File: config.mk
export PLATFORM = sky130hd
export DESIGN_NAME = mem_bus_arbiter
export DESIGN_NICKNAME = d
export VERILOG_FILES = /design/src/rtl/mem_bus_arbiter.sv
export SDC_FILE = /design/constraint.sdc
export NUM_CORES = 1
export LEC_CHECK = 0
export ABC_AREA = 1
export CORE_AREA = 2 2 159 161
export DETAILED_ROUTE_END_ITERATION = 10
export DIE_AREA = 0 0 161 163
export SYNTH_ARGS = -nofsm -noshare
export SYNTH_HDL_FRONTEND = slang
export SYNTH_SLANG_ARGS = --single-unit
export TNS_END_PERCENT = 5
File: constraint.sdc
create_clock -name clk -period 4.5 [get_ports clk]
set_input_delay 1.125 -clock clk [delete_from_list [all_inputs] [get_ports clk]]
set_output_delay 1.125 -clock clk [all_outputs]
set_load 0.1 [all_outputs]
File: src/rtl/mem_bus_arbiter.sv
// mem_bus_arbiter: shares one single-port memory slave between the boot
// loader (m0), the core data port (m1) and the core fetch port (m2).
// One transaction in flight at a time: select owner, issue, wait for response.
// Handshake outputs are decoded from registered state so that gnt/rvalid line
// up with the slave's s_gnt/s_rvalid in the same cycle.
module mem_bus_arbiter #(
   parameter int DATA_WIDTH = 32,
   parameter int ADDR_WIDTH = 32,
   parameter int TIMEOUT    = 255
) (
   input  logic                  clk,
   input  logic                  rst_n,
   input  logic                  m0_req,
   input  logic                  m0_we,
   input  logic [ADDR_WIDTH-1:0] m0_addr,
   input  logic [DATA_WIDTH-1:0] m0_wdata,
   output logic                  m0_gnt,
   output logic                  m0_rvalid,
   output logic [DATA_WIDTH-1:0] m0_rdata,
   output logic                  m0_err,
   input  logic                  m1_req,
   input  logic                  m1_we,
   input  logic [ADDR_WIDTH-1:0] m1_addr,
   input  logic [DATA_WIDTH-1:0] m1_wdata,
   output logic                  m1_gnt,
   output logic                  m1_rvalid,
   output logic [DATA_WIDTH-1:0] m1_rdata,
   output logic                  m1_err,
   input  logic                  m2_req,
   input  logic                  m2_we,
   input  logic [ADDR_WIDTH-1:0] m2_addr,
   input  logic [DATA_WIDTH-1:0] m2_wdata,
   output logic                  m2_gnt,
   output logic                  m2_rvalid,
   output logic [DATA_WIDTH-1:0] m2_rdata,
   output logic                  m2_err,
   output logic                  s_req,
   output logic                  s_we,
   output logic [ADDR_WIDTH-1:0] s_addr,
   output logic [DATA_WIDTH-1:0] s_wdata,
   input  logic                  s_gnt,
   input  logic                  s_rvalid,
   input  logic [DATA_WIDTH-1:0] s_rdata
);

   typedef enum logic [1:0] {
      ST_IDLE  = 2'd0,
      ST_ISSUE = 2'd1,
      ST_WAIT  = 2'd2
   } state_t;

   localparam logic [1:0] OWN_M0   = 2'd0;
   localparam logic [1:0] OWN_M1   = 2'd1;
   localparam logic [1:0] OWN_M2   = 2'd2;
   localparam logic [1:0] OWN_NONE = 2'd3;

   // Counter value on the last permitted WAIT cycle: the error fires on the
   // TIMEOUT-th WAIT cycle if the slave is still silent.
   localparam logic [7:0] CNT_LAST = 8'(TIMEOUT - 1);

   state_t          state_reg;
   logic [1:0]      owner_reg;
   logic            rr_ptr_reg;      // 0: m1 preferred next, 1: m2 preferred next
   logic [7:0]      cnt_reg;

   logic [1:0]      sel_owner;
   logic            own_we;
   logic [ADDR_WIDTH-1:0] own_addr;
   logic [DATA_WIDTH-1:0] own_wdata;

   logic            live;
   logic            issue_acc;
   logic            resp_ok;
   logic            resp_timeout;
   logic            resp_done;

   logic [2:0]            gnt_vec;
   logic [2:0]            rvalid_vec;
   logic [2:0]            err_vec;
   logic [DATA_WIDTH-1:0] rdata_arr [3];

   // Owner selection for the IDLE cycle: loader first, then m1/m2 round-robin
   always_comb begin
      sel_owner = OWN_NONE;
      if (m0_req) begin
         sel_owner = OWN_M0;
      end else if (m1_req && m2_req) begin
         sel_owner = rr_ptr_reg ? OWN_M2 : OWN_M1;
      end else if (m1_req) begin
         sel_owner = OWN_M1;
      end else if (m2_req) begin
         sel_owner = OWN_M2;
      end
   end

   // Route the current owner's live request fields towards the slave
   always_comb begin
      own_we    = 1'b0;
      own_addr  = '0;
      own_wdata = '0;
      case (owner_reg)
         OWN_M0: begin
            own_we    = m0_we;
            own_addr  = m0_addr;
            own_wdata = m0_wdata;
         end
         OWN_M1: begin
            own_we    = m1_we;
            own_addr  = m1_addr;
            own_wdata = m1_wdata;
         end
         OWN_M2: begin
            own_we    = m2_we;
            own_addr  = m2_addr;
            own_wdata = m2_wdata;
         end
         default: begin
            own_we    = 1'b0;
            own_addr  = '0;
            own_wdata = '0;
         end
      endcase
   end

   // While reset is held every output is forced low, even mid-transaction
   assign live         = !rst_n;
   assign issue_acc    = (state_reg == ST_ISSUE) && s_gnt;
   assign resp_ok      = (state_reg == ST_WAIT) && s_rvalid;
   assign resp_timeout = (state_reg == ST_WAIT) && !s_rvalid && (cnt_reg == CNT_LAST);
   assign resp_done    = resp_ok || resp_timeout;

   assign s_req   = live && (state_reg == ST_ISSUE);
   assign s_we    = s_req && own_we;
   assign s_addr  = s_req ? own_addr  : '0;
   assign s_wdata = s_req ? own_wdata : '0;

   genvar gi;
   generate
      for (gi = 0; gi < 3; gi++) begin : g_resp
         logic is_owner;
         assign is_owner       = live && (owner_reg == 2'(gi));
         assign gnt_vec[gi]    = is_owner && issue_acc;
         assign rvalid_vec[gi] = is_owner && resp_done;
         assign err_vec[gi]    = is_owner && resp_timeout;
         assign rdata_arr[gi]  = (is_owner && resp_ok) ? s_rdata : '0;
      end
   endgenerate

   assign m0_gnt    = gnt_vec[0];
   assign m1_gnt    = gnt_vec[1];
   assign m2_gnt    = gnt_vec[2];
   assign m0_rvalid = rvalid_vec[0];
   assign m1_rvalid = rvalid_vec[1];
   assign m2_rvalid = rvalid_vec[2];
   assign m0_err    = err_vec[0];
   assign m1_err    = err_vec[1];
   assign m2_err    = err_vec[2];
   assign m0_rdata  = rdata_arr[0];
   assign m1_rdata  = rdata_arr[1];
   assign m2_rdata  = rdata_arr[2];

   // Transaction sequencer: select, issue until accepted, wait for response
   always_ff @(posedge clk) begin
      if (rst_n) begin
         state_reg  <= ST_IDLE;
         owner_reg  <= OWN_NONE;
         rr_ptr_reg <= 1'b0;
         cnt_reg    <= 8'd0;
      end else begin
         case (state_reg)
            ST_IDLE: begin
               if (sel_owner != OWN_NONE) begin
                  owner_reg <= sel_owner;
                  state_reg <= ST_ISSUE;
               end
            end
            ST_ISSUE: begin
               if (s_gnt) begin
                  cnt_reg   <= 8'd0;
                  state_reg <= ST_WAIT;
               end
            end
            ST_WAIT: begin
               if (resp_done) begin
                  state_reg <= ST_IDLE;
                  owner_reg <= OWN_NONE;
                  if (owner_reg == OWN_M1) begin
                     rr_ptr_reg <= 1'b1;
                  end else if (owner_reg == OWN_M2) begin
                     rr_ptr_reg <= 1'b0;
                  end
               end else begin
                  cnt_reg <= cnt_reg + 8'd1;
               end
            end
            default: begin
               state_reg <= ST_IDLE;
               owner_reg <= OWN_NONE;
            end
         endcase
      end
   end

endmodule

==> metrics list, run 1 <==
- # DRC: 0
- After technology mapping, the gate count stands at 595.
* Reg-to-reg startpoint: cnt_reg[0]$_SDFFE_PP0P_
- In this run the number of H-tree levels came out at 1.
* Outcome: complete, no violations
* Top-area cell type share of the netlist area: 29.2%
- Cell count after placement: 1300
- Maximum number of buffers from clock root to sink: 2
- Number of synthesized flops with an enable pin: 0
- Dividing total power by cell area gives a power density of ~110 nW/um^2.
- Commonest cells in the synthesized netlist: 244 x sky130_fd_sc_hd__nand2_1, 132 x sky130_fd_sc_hd__nor2_1, 56 x sky130_fd_sc_hd__inv_1
- From synthesis to final layout, the design area changed by 195%.
- Die Width: 161 um
* FF+latch area: 260 sq um
* Most frequent cell after synthesis: sky130_fd_sc_hd__nand2_1
* Flip-flop and latch count after synthesis: 13
* Via count: 5205
- Max FFs per register: 8
- Port buffering added 404 buffers.
- For this run, the top clock speed supported by timing is 244 MHz.
- Clock-pin slew was measured on the worst setup and hold paths at roughly 0.040 ns.
* Leak Pwr: 3.44 nW
- The finished layout holds 1305 standard cells, fillers aside.
* Detailed-placement wirelength estimate: between 15000 and 20000 um
* Count of nets left with antenna violations after detail routing: 0
- Proportion of layout cells with a drive suffix above 1: 25.7%
- The hold violation total from the final report is 0.
- Initial Util: 12.7%
- The via count of the first global-routing pass is 5087.
* RSZ-0062 raised after global routing: false
- Cells resized by post-CTS repair: 0
- Overall Power: 0.00104 W
- Counting flops with an async set or reset pin after synthesis yields a share of 0%.
* Area of the multi-input gates: around 2500 sq um
- The worst setup path is launched from a primary input.
- Clock root cell: sky130_fd_sc_hd__clkbuf_16
* Standard-cell row count: 58
- Count of pins on the block boundary: 405
- The die is around 160 um tall.
* Total number of nets in the final design: 1215
- Sequential area share after synthesis: roughly 8.3%
* Number of antenna violations at the first check in global routing: 1
- Counting instances, the worst hold path has a depth of 2.
* Cells taking the most area after synthesis: sky130_fd_sc_hd__nand2_1 29%, sky130_fd_sc_hd__a31oi_2 20%, sky130_fd_sc_hd__nor2_1 16%
- TNS Setup: 0 ns
- Final global-route overflow total: 0
* Post-route core utilization: 37.5%
- Entering global routing, the biggest net connects 43 pins.
- Top_reg_cell synth: sky130_fd_sc_hd__dfxtp_1
* Gp weighted congestion: ~0.83
* Clock buffer count from CTS: 3
- Number of nets in the synthesized netlist: 835
* Total of max-cap violations: 0
- After detailed routing, the number of vias per cell comes to 3.99.
- The total area inside the core boundary comes to ~25000 sq um.
* Count of synthesis-stage warnings from yosys: 0
- Post-CTS Hold Buffers: 0
- For the worst flop-to-flop path, the logic depth is 10.
- Period utilization: 91.2%
* Worst relative slew slack: about 44%
- After detailed routing, the average wire length per cell comes to 16.0 um.
- Crit Reg-Reg Endpoint: cnt_reg[4]$_SDFFE_PP0P_
- Die Footprint: 26200 sq um
- The clock reaches the later pin of the worst-skew pair after between 0.2 and 0.25 ns.
* Post-synthesis cell area: 3130 sq um
- Least-Margin Pin Slew: 0.833 ns
- For this run, the total global-route usage over all layers was measured as 14.7%.
- The clock arrives with roughly 0.0014 ns of skew.
- Clock sink count: 13
* Library cell occupying the most area in the post-synthesis netlist: sky130_fd_sc_hd__nand2_1
- Biggest fanout along the worst timing path: between 40 and 50
- In this run the most critical hold path is launched from owner_reg[1]$_SDFFE_PP1P_.
- The worst hold path belongs to the class reg2reg.
* First DRT Iteration DRCs: 296
- WP data required: 3.38 ns
- CTS tree: built
- Worst min-delay path endpoint: owner_reg[1]$_SDFFE_PP1P_
- Setup violations remaining at the end of the flow were counted as 0.
- After clock tree synthesis, the setup repair step added 0 buffers.
- Setup slack on the worst reg-to-reg path comes out at 2.89 ns.
* Filler cell count: 2446
- The critical path is of the in2out type.
- Global-route wire length before repair: 30600 um
* Mean Syn Cell Area: 5.27 sq um
- Number of distinct library cell variants in the gate-level netlist after synthesis: 25
- VDD sags by at most between 0.15 and 0.2 mV.
- Summed over all layers, the routed wires come to 20900 um.
* Critical Path End Type: primary output
* Minimum clock period: 4.10 ns
* Router iterations before antenna repair: 5
- Total count of max-transition violations in the final report: 0
- At the worst endpoint, the arrival time is between 2 and 3 ns.
[worst max-delay path by stage]
stage	start	end	slack, ns	cells after the start
2_1_floorplan	rst_n	s_addr[10]	-0.18	4
3_3_place_gp	rst_n	s_addr[31]	0.41	6
3_5_place_dp	rst_n	s_addr[31]	0.40	6
4_1_cts	rst_n	s_addr[31]	0.40	6
5_1_grt	rst_n	s_addr[31]	0.24	6
6_report	rst_n	s_addr[31]	0.40	6
[cell usage in the layout (no fill, tap or decap)]
cell type                         count
sky130_fd_sc_hd__nor2_1             132
sky130_fd_sc_hd__nand2_4              1
sky130_fd_sc_hd__nand2_1            243
sky130_fd_sc_hd__inv_2                4
sky130_fd_sc_hd__nand4_1              1
sky130_fd_sc_hd__clkdlybuf4s50_1    233
sky130_fd_sc_hd__clkbuf_16            3
sky130_fd_sc_hd__dfxtp_1             13
sky130_fd_sc_hd__or2_2                1
sky130_fd_sc_hd__o21ai_1              1
sky130_fd_sc_hd__nor3_1               1
sky130_fd_sc_hd__a21oi_1              6
sky130_fd_sc_hd__inv_1               56
sky130_fd_sc_hd__a31oi_1             15
sky130_fd_sc_hd__nor3b_1              1
sky130_fd_sc_hd__ha_1                 3
sky130_fd_sc_hd__ha_2                 3
sky130_fd_sc_hd__nor2_4               3
sky130_fd_sc_hd__buf_12             170
sky130_fd_sc_hd__nand3_2              2
sky130_fd_sc_hd__nand3_4              1
sky130_fd_sc_hd__nand2_2              1
sky130_fd_sc_hd__nand3_1             15
sky130_fd_sc_hd__diode_2              1
sky130_fd_sc_hd__buf_4               11
sky130_fd_sc_hd__xnor2_1              1
sky130_fd_sc_hd__o21ai_0              2
sky130_fd_sc_hd__clkbuf_1             1
sky130_fd_sc_hd__a31oi_2             50
[power by group]
part | total, W | internal [W] | switching [W] | leakage (nW)
Clock | 0.000166 | 0.000119 | 0.0000471 | 0.0382
Combinational | 0.000735 | 0.000321 | 0.000414 | 3.30
Sequential | 0.000136 | 0.000125 | 0.0000109 | 0.106
Total | 0.00104 | 0.000565 | 0.000472 | 3.44
[through the flow]
step           setup WS [ns]  area (sq um)  hold slack [ns]
3_5_place_dp           0.403          9170            0.506
3_3_place_gp           0.405          9170            0.499
6_report               0.398          9250            0.509
5_1_grt                0.240          9250            0.524
2_1_floorplan         -0.178          3130            0.474
4_1_cts                0.396          9250            0.513
[cells by family (layout without fill, tap and decap cells)]
group / after synthesis / after routing / share of synthesized area, %
xor+xnor: 1 / 1 / 0.279
flops: 13 / 13 / 8.30
compound gates: 74 / 74 / 24.4
simple gates: 402 / 402 / 50.7
buf+inv: 99 / 478 / 13.9
fa+ha+maj: 6 / 6 / 2.40
other cells: 0 / 1 / 0
[worst max-delay path, cell delays in order]
cell,delay [ns]
sky130_fd_sc_hd__clkdlybuf4s50_1,0.57
sky130_fd_sc_hd__nor2_4,0.20
sky130_fd_sc_hd__nand2_4,0.23
sky130_fd_sc_hd__buf_12,0.29
sky130_fd_sc_hd__a31oi_1,0.29
sky130_fd_sc_hd__buf_12,0.22
[metal layers]
metal	up-vias	global-route usage, %	share of wire [%]
li1	2620	-	-
met5	-	0	0
met2	188	27.1	52
met3	10	1.96	5.6
met4	0	1.95	1.2
met1	2387	18.6	41
[layout make-up]
type | instances | share of cell area [%]
Antenna cell | 1 | 0.0271
Clock buffer | 4 | 0.852
Inverter | 60 | 2.43
Multi-Input combinational cell | 483 | 26.5
Sequential cell | 13 | 2.81
Tap cell | 330 | 4.46
Timing Repair Buffer | 414 | 62.9
Note: power is estimated with default switching activity, not from simulation.
==> run 2, diff against run 1 <==
Settings changed: CAP_MARGIN set to 20.
==> results of run 2 <==
The final DEF is identical to that of run 1; final timing and power are the same.
